$ cat config.mk
export PLATFORM = sky130hd
export DESIGN_NAME = imem_wb_bridge_flat
export DESIGN_NICKNAME = d
export VERILOG_FILES = /design/src/rtl/imem_pkg.sv /design/src/rtl/imem_wb_bridge_if.sv /design/src/rtl/imem_wb_timeout.sv /design/src/rtl/imem_wb_bridge.sv /design/src/flat_wrapper.sv
export SDC_FILE = /design/constraint.sdc
export NUM_CORES = 1
export LEC_CHECK = 0
export ABC_AREA = 1
export CORE_MARGIN = 2
export CORE_UTILIZATION = 42
export DETAILED_ROUTE_END_ITERATION = 8
export PLACE_DENSITY = 0.8
export SLEW_MARGIN = 20
export SYNTH_ARGS = -nofsm -noshare
export SYNTH_HDL_FRONTEND = slang
export SYNTH_SLANG_ARGS = --single-unit
export TNS_END_PERCENT = 50
$ cat constraint.sdc
create_clock -name clk -period 3.6 [get_ports clk]
set_input_delay 0.72 -clock clk [delete_from_list [all_inputs] [get_ports clk]]
set_output_delay 0.72 -clock clk [all_outputs]
set_load 0.005 [all_outputs]
$ cat src/rtl/imem_pkg.sv
// Shared types and constants for the Wishbone instruction-fetch bridge.
package imem_pkg;

  typedef enum logic [1:0] {IDLE, REQ, WAIT, DRAIN} state_t;

  localparam logic [1:0] ALIGN_MASK = 2'b11;

  // At least 8 bits; wider only when the timeout limit needs it.
  function automatic int timeout_width(input int timeout);
    return ($clog2(timeout + 1) > 8) ? $clog2(timeout + 1) : 8;
  endfunction

endpackage

$ cat src/rtl/imem_wb_bridge_if.sv
// Wishbone B4 pipelined read-only bus between the fetch bridge (master) and memory (slave).
interface imem_wb_bridge_if #(
  parameter int ADDR_WIDTH = 32
);
  logic                  wb_cyc;
  logic                  wb_stb;
  logic [ADDR_WIDTH-1:0] wb_addr;
  logic                  wb_stall;
  logic                  wb_ack;
  logic                  wb_err;
  logic [31:0]           wb_rd_data;

  modport master (
    output wb_cyc, wb_stb, wb_addr,
    input  wb_stall, wb_ack, wb_err, wb_rd_data
  );

  modport slave (
    input  wb_cyc, wb_stb, wb_addr,
    output wb_stall, wb_ack, wb_err, wb_rd_data
  );
endinterface

$ cat src/rtl/imem_wb_timeout.sv
// Saturating wait counter for an accepted strobe; flags expiry at WB_TIMEOUT (0 disables).
module imem_wb_timeout
  import imem_pkg::*;
#(
  parameter int WB_TIMEOUT = 255
) (
  input  logic clk,
  input  logic rst,
  input  logic load,
  input  logic en,
  output logic expired
);

  localparam int            W     = timeout_width(WB_TIMEOUT);
  localparam logic [W-1:0]  LIMIT = W'(WB_TIMEOUT);

  logic [W-1:0] count;

  always_ff @(posedge clk or posedge rst) begin
    if (rst)
      count <= '0;
    else if (load)
      count <= '0;
    else if (en && (count != '1))
      count <= count + W'(1);
  end

  assign expired = (WB_TIMEOUT != 0) && (count == LIMIT);

endmodule

$ cat src/rtl/imem_wb_bridge.sv
// Fetch-port responder issuing single pipelined Wishbone reads; optional hit buffer
// is enabled by defining IMEM_HIT_BUF_EN.
module imem_wb_bridge
  import imem_pkg::*;
#(
  parameter int                    ADDR_WIDTH = 32,
  parameter int                    WB_TIMEOUT = 255,
  parameter logic [ADDR_WIDTH-1:0] PC_RESET   = '0
) (
  input  logic                  clk,
  input  logic                  rst,
  input  logic [ADDR_WIDTH-1:0] instr_addr,
  input  logic                  instr_req,
  output logic [31:0]           instr,
  output logic                  instr_ack,
  output logic                  instr_err,
  input  logic                  fence_i,
  imem_wb_bridge_if.master      wb
);

  state_t                state, state_nxt;
  logic                  cyc_d, stb_d, ack_d, err_d;
  logic [ADDR_WIDTH-1:0] addr_d;
  logic [31:0]           instr_d;
  logic                  aligned, accepted, expired, bus_done, bus_fail;
  logic                  hit;
  logic [31:0]           hit_data;

  assign aligned  = (instr_addr[1:0] & ALIGN_MASK) == 2'b00;
  assign accepted = wb.wb_stb && !wb.wb_stall;
  assign bus_done = wb.wb_ack || wb.wb_err || expired;
  // A real ack beats a coincident timeout; an error beats everything.
  assign bus_fail = wb.wb_err || (expired && !wb.wb_ack);

  imem_wb_timeout #(.WB_TIMEOUT(WB_TIMEOUT)) u_timeout (
    .clk     (clk),
    .rst     (rst),
    .load    ((state != WAIT) && (state != DRAIN)),
    .en      ((state == WAIT) || (state == DRAIN)),
    .expired (expired)
  );

`ifdef IMEM_HIT_BUF_EN
  logic                  buf_valid;
  logic [ADDR_WIDTH-1:0] buf_addr;
  logic [31:0]           buf_data;
  logic                  fill;

  assign hit      = buf_valid && !fence_i && (buf_addr == instr_addr);
  assign hit_data = buf_data;
  assign fill     = (state == WAIT) && instr_req && wb.wb_ack && !wb.wb_err;

  always_ff @(posedge clk or posedge rst) begin
    if (rst) begin
      buf_valid <= 1'b0;
      buf_addr  <= '0;
      buf_data  <= '0;
    end else if (fence_i) begin
      buf_valid <= 1'b0;
    end else if (fill) begin
      buf_valid <= 1'b1;
      buf_addr  <= wb.wb_addr;
      buf_data  <= wb.wb_rd_data;
    end
  end
`else
  logic unused_fence;
  assign unused_fence = fence_i;
  assign hit          = 1'b0;
  assign hit_data     = '0;
`endif

  always_ff @(posedge clk or posedge rst) begin
    if (rst) begin
      state     <= IDLE;
      wb.wb_cyc <= 1'b0;
      wb.wb_stb <= 1'b0;
      wb.wb_addr <= PC_RESET;
      instr_ack <= 1'b0;
      instr_err <= 1'b0;
      instr     <= '0;
    end else begin
      state     <= state_nxt;
      wb.wb_cyc <= cyc_d;
      wb.wb_stb <= stb_d;
      wb.wb_addr <= addr_d;
      instr_ack <= ack_d;
      instr_err <= err_d;
      instr     <= instr_d;
    end
  end

  always_comb begin
    state_nxt = state;
    case (state)
      IDLE:  if (instr_req && aligned && !hit) state_nxt = REQ;
      REQ:   if (accepted)        state_nxt = instr_req ? WAIT : DRAIN;
             else if (!instr_req) state_nxt = IDLE;
      WAIT:  if (bus_done)        state_nxt = IDLE;
             else if (!instr_req) state_nxt = DRAIN;
      DRAIN: if (bus_done)        state_nxt = IDLE;
      default: state_nxt = IDLE;
    endcase
  end

  // Next values for the registered outputs; a draining response is swallowed.
  always_comb begin
    cyc_d   = wb.wb_cyc;
    stb_d   = wb.wb_stb;
    addr_d  = wb.wb_addr;
    ack_d   = 1'b0;
    err_d   = 1'b0;
    instr_d = '0;
    case (state)
      IDLE: begin
        if (instr_req) begin
          if (!aligned) begin
            ack_d = 1'b1;
            err_d = 1'b1;
          end else if (hit) begin
            ack_d   = 1'b1;
            instr_d = hit_data;
          end else begin
            cyc_d  = 1'b1;
            stb_d  = 1'b1;
            addr_d = instr_addr;
          end
        end
      end
      REQ: begin
        if (accepted) begin
          stb_d = 1'b0;
        end else if (!instr_req) begin
          cyc_d = 1'b0;
          stb_d = 1'b0;
        end
      end
      WAIT: begin
        if (bus_done) begin
          cyc_d = 1'b0;
          if (instr_req) begin
            ack_d   = 1'b1;
            err_d   = bus_fail;
            instr_d = bus_fail ? 32'h0 : wb.wb_rd_data;
          end
        end
      end
      DRAIN: begin
        if (bus_done) cyc_d = 1'b0;
      end
      default: ;
    endcase
  end

endmodule

$ cat src/flat_wrapper.sv
// flat-port wrapper written by rule: the top's interface ports become plain ports
module imem_wb_bridge_flat import imem_pkg::*;
#(
  parameter int                    ADDR_WIDTH = 32,
  parameter int                    WB_TIMEOUT = 255,
  parameter logic [ADDR_WIDTH-1:0] PC_RESET   = '0
)
  (clk, rst, instr_addr, instr_req, instr, instr_ack, instr_err, fence_i, wb_wb_cyc, wb_wb_stb, wb_wb_addr, wb_wb_stall, wb_wb_ack, wb_wb_err, wb_wb_rd_data);
  imem_wb_bridge_if #(.ADDR_WIDTH(ADDR_WIDTH)) wb_i ();
  input  logic clk;
  input  logic rst;
  input  logic [ADDR_WIDTH-1:0] instr_addr;
  input  logic instr_req;
  output logic [31:0] instr;
  output logic instr_ack;
  output logic instr_err;
  input  logic fence_i;
  output wire logic [$bits(wb_i.wb_cyc)-1:0] wb_wb_cyc;
  output wire logic [$bits(wb_i.wb_stb)-1:0] wb_wb_stb;
  output wire logic [$bits(wb_i.wb_addr)-1:0] wb_wb_addr;
  input wire logic [$bits(wb_i.wb_stall)-1:0] wb_wb_stall;
  input wire logic [$bits(wb_i.wb_ack)-1:0] wb_wb_ack;
  input wire logic [$bits(wb_i.wb_err)-1:0] wb_wb_err;
  input wire logic [$bits(wb_i.wb_rd_data)-1:0] wb_wb_rd_data;
  assign wb_wb_cyc = wb_i.wb_cyc;
  assign wb_wb_stb = wb_i.wb_stb;
  assign wb_wb_addr = wb_i.wb_addr;
  assign wb_i.wb_stall = wb_wb_stall;
  assign wb_i.wb_ack = wb_wb_ack;
  assign wb_i.wb_err = wb_wb_err;
  assign wb_i.wb_rd_data = wb_wb_rd_data;
  imem_wb_bridge #(.ADDR_WIDTH(ADDR_WIDTH), .WB_TIMEOUT(WB_TIMEOUT), .PC_RESET(PC_RESET)) u_core (.clk(clk), .rst(rst), .instr_addr(instr_addr), .instr_req(instr_req), .instr(instr), .instr_ack(instr_ack), .instr_err(instr_err), .fence_i(fence_i), .wb(wb_i));
endmodule
==> metrics.csv <==
metric,value,unit
status,"complete, no violations",
library cells used by synthesis,23,
MaxCap Viol Count,0,
vias per std cell,4.61,
Slew @ Worst Pin,0.776,ns
core area,7250,um^2
CTS sink cnt,78,
largest net degree at the start of global routing,66,
setup violators final,0,
skew final,0.00975,ns
cts-stage hold buffer count,0,
DR WL/cell,13.0,um
largest area contributor in the netlist,dfrtp_1,
RSZ-0062 raised after global routing,false,
"EDFF count, synth",0,
synthesized flop and latch total,78,
"Core Util, Final",65.4,%
synth top area cells,"dfrtp_1 62%, nand2_1 9.3%, nor2_1 5.6%",
Starting Density,43.4,%
Synth async-reset ratio,100,%
Synth Cell Area,3150,um^2
cell count after synthesis,339,
first drt pass iteration count,4,
Slew Limit Headroom,48.3,%
peak supply drop,247,uV
R2R depth,4,
fill count,589,
chip width,90.5,um
number of antenna-violating nets in the routed design,0,
Synth top cells by count,"78 x dfrtp_1, 78 x nand2_1, 47 x nor2_1, 46 x inv_1, 35 x o21ai_0",
io pins,139,
Max Fclk,0.468,GHz
"Data required, critical path",3.84,ns
critical path type,input pin to register,
diodes inserted,0,
total routed wirelength,7520,um
final net count,548,
Fin. Hold Viols,0,
CTS H-tree depth,3,
IO buf count,137,
PwrDens,545,nW/um^2
total grt overflow,0,
CP arrival,2.37,ns
routability cong.,0.786,
Yosys Warn Count,0,
Syn Area/Cell,9.28,um^2
Final Non-Filler Cells,580,
clock buffer count from CTS,9,
DRC viols,0,
CTS tree,built,
"Seq/Total Area, Yosys",62.1,%
Max Root-Sink Buffers,2,
critical path startpoint category,input pin,
clock root buffer,clkbuf_8,
Fin Setup TNS,0,ns
Worst setup EP type,register,
Vias,2675,
post-CTS setup buffer count,0,
layout cells sized above 1,7.48,%
dpl hpwl,5530,um
post-placement cell count,564,
die height,90.5,um
post-CTS sizing,0,
first-pass GRT wire length,12600,um
Hold Crit Class,register to register,
antenna violations before repair,0,
Layout area overhead,50.9,%
site row count,31,
die area,8200,um^2
min Tclk post-route,2.14,ns
worst skew pair latency,0.34,ns
Tot GR Track Use,19.4,%
fin crit share,59.4,%
"Max FO, Critical Path",44,
post-synth top area share,62.1,%
total power,0.00258,W
vias in the first global route,2598,
DRT iter0 DRCs,157,
Clock transition at path regs,0.07,ns
ys flop type,dfrtp_1,
"Slew Viols, Final",0,
Hold Path Depth,2,
Syn Nets,411,
Pleak,2.27,nW
## layout by cell type (no fill, tap or decap), drive strengths merged, types with 2 or more instances in the layout
| master | netlist | final |
|---|---|---|
| clkdlybuf4s50 | 0 | 137 |
| nand2 | 92 | 92 |
| dfrtp | 78 | 78 |
| nor2 | 50 | 50 |
| inv | 47 | 47 |
| o21ai | 37 | 37 |
| clkbuf | 6 | 12 |
| nand3 | 11 | 11 |
| a21oi | 3 | 3 |
| a31oi | 2 | 2 |
| nand3b | 2 | 2 |
| clkinv | 0 | 2 |
| buf | 7 | 2 |
## critical path, stage by stage
cell and delay [ns]:
clkdlybuf4s50_1 0.57, nand4_2 0.41, buf_4 0.41, o21ai_0 0.25
## sequential cells by signal, indices dropped and copies added (netlist names)
register / count
u_core.instr_ack: 1
u_core.instr: 32
u_core.state: 2
u_core.instr_err: 1
u_core.wb.wb_cyc: 1
u_core.u_timeout.count: 8
u_core.wb.wb_addr: 32
u_core.wb.wb_stb: 1
## metrics by stage
step | cell area [um^2] | hold WS, ns | worst slack, ns
floorplan | 3150 | 0.460 | 0.885
global placement | 4560 | 0.449 | 1.18
detailed placement | 4560 | 0.456 | 1.11
CTS | 4740 | 0.475 | 1.47
global route | 4750 | 0.500 | 1.34
finish | 4750 | 0.474 | 1.46
## final timing paths
| check | start | to | slack (ns) |
|---|---|---|---|
| worst max-delay path | instr_req | u_core.wb.wb_addr[28]$_DFFE_PP0P_ | 1.46 |
| worst min-delay path | u_core.wb.wb_cyc$_DFFE_PP0P_ | u_core.wb.wb_cyc$_DFFE_PP0P_ | 0.47 |
| worst max register to register | u_core.state[1]$_DFFE_PP0P_ | u_core.wb.wb_addr[28]$_DFFE_PP0P_ | 1.69 |
| worst min register to register | u_core.wb.wb_cyc$_DFFE_PP0P_ | u_core.wb.wb_cyc$_DFFE_PP0P_ | 0.47 |
| max in group asynchronous | rst | u_core.instr[20]$_DFF_PP0_ | 2.00 |
| min in group asynchronous | rst | u_core.wb.wb_addr[31]$_DFFE_PP0P_ | 0.89 |
## layer usage
metal / vias up / global-route usage, % / share of wire, %
met3: 11 / 6.84 / 8.4
met5: - / 0 / 0
met2: 102 / 30.7 / 47
met4: 0 / 7.05 / 1.8
li1: 1304 / - / -
met1: 1258 / 24.8 / 43
## where the power goes
part | internal (W) | switching [W]
sequential | 0.00107 | 0.000113
combinational | 0.000484 | 0.000300
clock | 0.000319 | 0.000300
## layout make-up
cell class,count,area [um^2],share of cell area (%)
clock buffer,12,135,2.85
clock inverter,4,47.5,1.00
tap,99,124,2.61
inverter,47,179,3.77
multi-input combinational,201,922,19.4
sequential,78,1950,41.1
timing repair buffer,139,1390,29.2
## kinds of logic (layout without fill, tap and decap cells)
group           Yosys count  after routing  share of synthesized area, %
simple gates            157            157                          21.6
fa+ha+maj                 1              1                         0.398
buf+inv                  60            202                          8.63
flops                    78             78                          62.1
compound gates           43             43                          7.36
(Power assumes the default switching activity.)
